$ cat config.mk
export PLATFORM = sky130hd
export DESIGN_NAME = perf_counter_bank_flat
export DESIGN_NICKNAME = d
export VERILOG_FILES = /design/src/rtl/perf_counter_bank_if.sv /design/src/rtl/perf_counter_bank.sv /design/src/flat_wrapper.sv
export SDC_FILE = /design/constraint.sdc
export NUM_CORES = 1
export LEC_CHECK = 0
export ABC_AREA = 0
export BUFFER_PORTS_ARGS = -buffer_cell sky130_fd_sc_hd__buf_2
export CORE_ASPECT_RATIO = 2
export CORE_MARGIN = 2
export CORE_UTILIZATION = 58
export CTS_BUF_LIST = sky130_fd_sc_hd__clkbuf_2 sky130_fd_sc_hd__clkbuf_4 sky130_fd_sc_hd__clkbuf_8
export CTS_CLUSTER_SIZE = 8
export DETAILED_ROUTE_END_ITERATION = 8
export GPL_TIMING_DRIVEN = 0
export HOLD_SLACK_MARGIN = 0.06
export PLACE_DENSITY = 0.86
export SYNTH_ARGS = -nofsm -noshare
export SYNTH_HDL_FRONTEND = slang
export SYNTH_SLANG_ARGS = --single-unit
$ cat constraint.sdc
create_clock -name clk -period 2.7 [get_ports clk]
set_clock_uncertainty 0.2 [all_clocks]
set_input_delay 0.405 -clock clk [delete_from_list [all_inputs] [get_ports clk]]
set_output_delay 0.405 -clock clk [all_outputs]
set_load 0.05 [all_outputs]
$ cat src/rtl/perf_counter_bank_if.sv
// Bus bundle for perf_counter_bank: event strobes, control and the registered read port.
// The master side drives events/control; the slave side is the counter bank.
interface perf_counter_bank_if #(
    parameter int NUM_CH = 6,
    parameter int CNT_W  = 32
);
    logic              enable;
    logic [NUM_CH-1:0] event_in;
    logic              halt;
    logic              clear;
    logic [3:0]        rd_sel;
    logic [CNT_W-1:0]  rd_data;
    logic [NUM_CH:0]   ovf;
    logic              frozen;

    modport master (
        output enable, event_in, halt, clear, rd_sel,
        input  rd_data, ovf, frozen
    );

    modport slave (
        input  enable, event_in, halt, clear, rd_sel,
        output rd_data, ovf, frozen
    );
endinterface

$ cat src/rtl/perf_counter_bank.sv
// Multi-channel event counter bank plus cycle counter; freezes on halt, zeroed by clear.
// Define PERF_CNT_SAT_EN to make counters saturate at all-ones instead of wrapping.
module perf_counter_bank #(
    parameter int NUM_CH = 6,
    parameter int CNT_W  = 32
) (
    input  logic                clk,
    input  logic                rst,
    perf_counter_bank_if.slave  pif
);
    typedef enum logic {ST_RUN, ST_FROZEN} state_t;

    state_t            state_q, state_d;
    logic [CNT_W-1:0]  cnt_q [NUM_CH+1];
    logic [CNT_W-1:0]  cnt_d [NUM_CH+1];
    logic [NUM_CH:0]   ovf_q, ovf_d;
    logic [CNT_W-1:0]  rd_data_q, rd_data_d;
    logic [NUM_CH:0]   inc_v;

    always_ff @(posedge clk) begin
        if (rst) begin
            state_q   <= ST_RUN;
            ovf_q     <= '0;
            rd_data_q <= '0;
            for (int i = 0; i <= NUM_CH; i++) begin
                cnt_q[i] <= '0;
            end
        end else begin
            state_q   <= state_d;
            ovf_q     <= ovf_d;
            rd_data_q <= rd_data_d;
            for (int i = 0; i <= NUM_CH; i++) begin
                cnt_q[i] <= cnt_d[i];
            end
        end
    end

    always_comb begin
        state_d   = state_q;
        ovf_d     = ovf_q;
        rd_data_d = '0;
        cnt_d     = cnt_q;
        // Top bit is the cycle counter, which ticks on every enabled edge.
        inc_v     = {1'b1, pif.event_in};

        if (pif.clear) begin
            state_d = ST_RUN;
            ovf_d   = '0;
            for (int i = 0; i <= NUM_CH; i++) begin
                cnt_d[i] = '0;
            end
        end else if (state_q == ST_RUN) begin
            if (pif.enable) begin
                for (int i = 0; i <= NUM_CH; i++) begin
                    if (inc_v[i]) begin
                        if (cnt_q[i] == {CNT_W{1'b1}}) begin
                            ovf_d[i] = 1'b1;
`ifdef PERF_CNT_SAT_EN
                            cnt_d[i] = cnt_q[i];
`else
                            cnt_d[i] = '0;
`endif
                        end else begin
                            cnt_d[i] = cnt_q[i] + CNT_W'(1);
                        end
                    end
                end
            end
            if (pif.halt) begin
                state_d = ST_FROZEN;
            end
        end

        // Read mux looks at next-state values so rd_data reflects the post-edge counters.
        for (int i = 0; i <= NUM_CH; i++) begin
            if (pif.rd_sel == 4'(i)) begin
                rd_data_d = cnt_d[i];
            end
        end
    end

    assign pif.rd_data = rd_data_q;
    assign pif.ovf     = ovf_q;
    assign pif.frozen  = (state_q == ST_FROZEN);
endmodule

$ cat src/flat_wrapper.sv
// flat-port wrapper written by rule: the top's interface ports become plain ports
module perf_counter_bank_flat 
#(
    parameter int NUM_CH = 6,
    parameter int CNT_W  = 32
)
  (clk, rst, pif_enable, pif_event_in, pif_halt, pif_clear, pif_rd_sel, pif_rd_data, pif_ovf, pif_frozen);
  perf_counter_bank_if #(.NUM_CH(NUM_CH), .CNT_W(CNT_W)) pif_i ();
  input  logic clk;
  input  logic rst;
  input wire logic [$bits(pif_i.enable)-1:0] pif_enable;
  input wire logic [$bits(pif_i.event_in)-1:0] pif_event_in;
  input wire logic [$bits(pif_i.halt)-1:0] pif_halt;
  input wire logic [$bits(pif_i.clear)-1:0] pif_clear;
  input wire logic [$bits(pif_i.rd_sel)-1:0] pif_rd_sel;
  output wire logic [$bits(pif_i.rd_data)-1:0] pif_rd_data;
  output wire logic [$bits(pif_i.ovf)-1:0] pif_ovf;
  output wire logic [$bits(pif_i.frozen)-1:0] pif_frozen;
  assign pif_i.enable = pif_enable;
  assign pif_i.event_in = pif_event_in;
  assign pif_i.halt = pif_halt;
  assign pif_i.clear = pif_clear;
  assign pif_i.rd_sel = pif_rd_sel;
  assign pif_rd_data = pif_i.rd_data;
  assign pif_ovf = pif_i.ovf;
  assign pif_frozen = pif_i.frozen;
  perf_counter_bank #(.NUM_CH(NUM_CH), .CNT_W(CNT_W)) u_core (.clk(clk), .rst(rst), .pif(pif_i));
endmodule
==> reports/summary.txt <==
first-pass GRT wire length: 83,200 um
reg2reg end: u_core.pif.rd_data[19]
Setup crit start kind: input pin
FF/Latch Area: 0.00532 mm2
Initial DRT Pass Iterations: 8
met2 usage: 77.8%
Clk Tree Root Cell: clkbuf_8
total congestion overflow: 0
ys flop type: dfxtp_1
number of max-cap violations: 0
Ys Warns: 0
M1 GR Usage: 45.3%
Syn Inst Count: 1,625
Final Max Slew Viols: 0
RSZ-0062 raised after global routing: yes
die area: 0.0239 mm2
fin crit period: 3.07 ns
Pwr Total: 7.65 mW
violated checks: negative setup slack
core area: 0.0222 mm2
IO Port Bufs: 53
Filler Cell Count: 1,679
Async S/R FF share, synth: 0%
R2R depth: 10
Sink Count: 264
most instantiated cells after synthesis: 294 x nor2_1, 264 x dfxtp_1, 122 x nand2_1
final hold viol count: 0
met3 GRT Util: 13.5%
drt drc: 0
pin count of the biggest net entering global routing: 11
final worst-path cycle share: 114%
Yosys top cell area share: 40.4%
Seq/Total Area, Yosys: 40.4%
CTS tree: yes
num ports: 55
cts bufs inserted: 40
clock tree buffer depth: 3
Mean Syn Cell Area: 8.06 um2
mapped cell area: 0.0131 mm2
worst min path class: input pin to flop
fmax: 0.326 GHz
Worst EP required: 3.02 ns
cell with the most instances after synthesis: nor2_1
status: finished with violations
placed instance area: 0.0137 mm2
number of synthesized flops with an enable pin: 0
layout cells sized above 1: 23.2%
Clock Latency Late Sink: 0.60 ns
Total GRT Usage: 48.1%
routed vias/inst: 6.89
design area: 0.0163 mm2
fin nets: 1,793
initial core utilization: 59.1%
worst rel slew slack: 30.4%
post-route ant nets: 0
Unique masters post-synth: 68
H-Tree Depth: 2
Die Width: 110 um
Multi-input gate area: 0.00868 mm2
Worst VDD drop: 459 uV
row count: 77
syn nets: 1,647
Hold Path End: u_core.cnt_q[96]
Worst Slack Setup Final: -0.372 ns
Reg2Reg Launch Point: u_core.cnt_q[161]
gpl congestion: 1.05
Critical Path Source: pif_rd_sel[0]
pwr dens: 468 mW/mm2
main area contributors after synthesis: dfxtp_1 40%, nor2_1 8.4%, xor2_1 6.7%, xnor2_1 6.4%, nand4_1 3.9%
worst-path maximum fanout: 10
Syn-to-layout area delta: 24.7%
R2R setup slack: -0.37 ns
Seq cells post-synth: 264
cell count of the worst hold path: 4
initial antenna violation count: 2
DR vias: 14,184
Setup-failing EPs final: 53
Worst-path clk slew: 0.07 ns
Worst Setup End Kind: flop
Iteration-0 DRC Markers: 1,678
wire length per cell: 28.6 um
Fin Setup TNS: -11.01 ns
WL final: 59,000 um
Data arrival, critical path: 3.39 ns
Post-DP HPWL: 41,800 um
Die H: 216 um
global routing's busiest layer: met2
cell taking the most area after synthesis: dfxtp_1
Leak Pwr: 5.52 nW
vias in the first global route: 13,954
WS Path Type: input pin to flop
startpoint of the worst hold path: pif_event_in[3]
Worst Tran Pin Value: 1.04 ns
==> placed cells by master (no fill, tap or decap), drive strengths merged, types with 3 or more instances in the layout <==
cell,n
a21oi,39
a2bb2oi,4
a31oi,13
and2,19
and3,39
and4,19
buf,131
clkbuf,92
dfxtp,264
ha,7
inv,31
mux2i,3
nand2,122
nand2b,8
nand3,90
nand3b,3
nand4,82
nand4b,9
nor2,294
nor2b,9
nor3,47
nor3b,6
nor4,43
nor4b,3
o211ai,5
o21ai,65
o221ai,15
o22a,7
o22ai,35
o31ai,6
o32a,5
o32ai,5
or2,11
or3,16
or4,8
xnor2,95
xor2,100
==> report_power, final <==
| group | total [mW] | switching [mW] | internal, mW |
|---|---|---|---|
| clock network | 3.22 | 1.60 | 1.62 |
| logic | 0.508 | 0.377 | 0.131 |
| registers | 3.92 | 0.0100 | 3.91 |
==> worst max-delay path by stage <==
stage | to | slack [ns] | cells past startpoint
after floorplan | u_core.pif.rd_data[19] | -0.16 | 9
after global placement | u_core.pif.rd_data[27] | -2.00 | 9
after detailed placement | u_core.pif.rd_data[27] | -1.97 | 9
after CTS | u_core.pif.rd_data[19] | -0.25 | 10
after global routing | u_core.pif.rd_data[23] | -0.47 | 7
final | u_core.pif.rd_data[3] | -0.37 | 10
==> sequential cells by signal, indices dropped and copies added, names as in the netlist <==
| signal | flops |
|---|---|
| u_core.pif.ovf | 7 |
| u_core.pif.frozen | 1 |
| u_core.cnt_q | 224 |
| u_core.pif.rd_data | 32 |
==> layer usage <==
layer / routed length [um] / up-vias
li1: - / 6064
met1: 17900 / 6634
met2: 27500 / 1050
met3: 5400 / 434
met4: 8160 / 2
met5: 13 / -
==> per-stage QoR <==
stage | setup WS [ns] | hold WS [ns] | util [%] | std cells
4_1_cts | -0.255 | 0.0783 | 70.4 | 2038
6_report | -0.372 | 0.0815 | 73.7 | 2060
3_5_place_dp | -1.97 | 0.236 | 61.9 | 1954
5_1_grt | -0.467 | 0.104 | 73.7 | 2059
3_3_place_gp | -2.00 | 0.230 | 61.9 | 1954
2_1_floorplan | -0.165 | 0.275 | - | 1625
==> kinds of logic (layout without fill, tap and decap cells) <==
family	Yosys count	after routing	synth area share (%)
AOI/OAI and AO/OA	222	222	11.0
other	0	2	0
and+or+nand+nor	830	830	31.4
xor gates and xnor gates	195	195	13.0
muxes	5	5	0.401
adders and majority gates	7	7	0.669
DFF	264	264	40.4
buffers and inverters	102	259	3.11
==> final cells by class <==
type,instances,area share (%)
Multi-Input combinational cell,1259,53.2
Sequential cell,264,32.6
Timing Repair Buffer,117,4.96
Clock buffer,50,3.94
Buffer,57,2.22
Tap cell,276,2.11
Inverter,32,0.735
Clock inverter,3,0.283
Antenna cell,2,0.0306
==> timing repair <==
item                                    CTS  global route
endpoints found under the setup margin  206           165
gates resized for setup                 204           130
buffers inserted                         36            25
pin swaps                                51            44
cloned                                    1             2
hold endpoints to repair                  1             0
hold buffers                              1             0
==> critical path, cell delays in order <==
cell and delay (ns):
buf_2 0.11, clkbuf_1 0.26, nor2_1 0.45, nand2_1 0.43, nor2_2 0.52, nand2_8 0.13
clkbuf_16 0.19, o22ai_1 0.63, nor4_2 0.09, nor2_1 0.18
No activity file was read; power rests on OpenSTA's default activity.
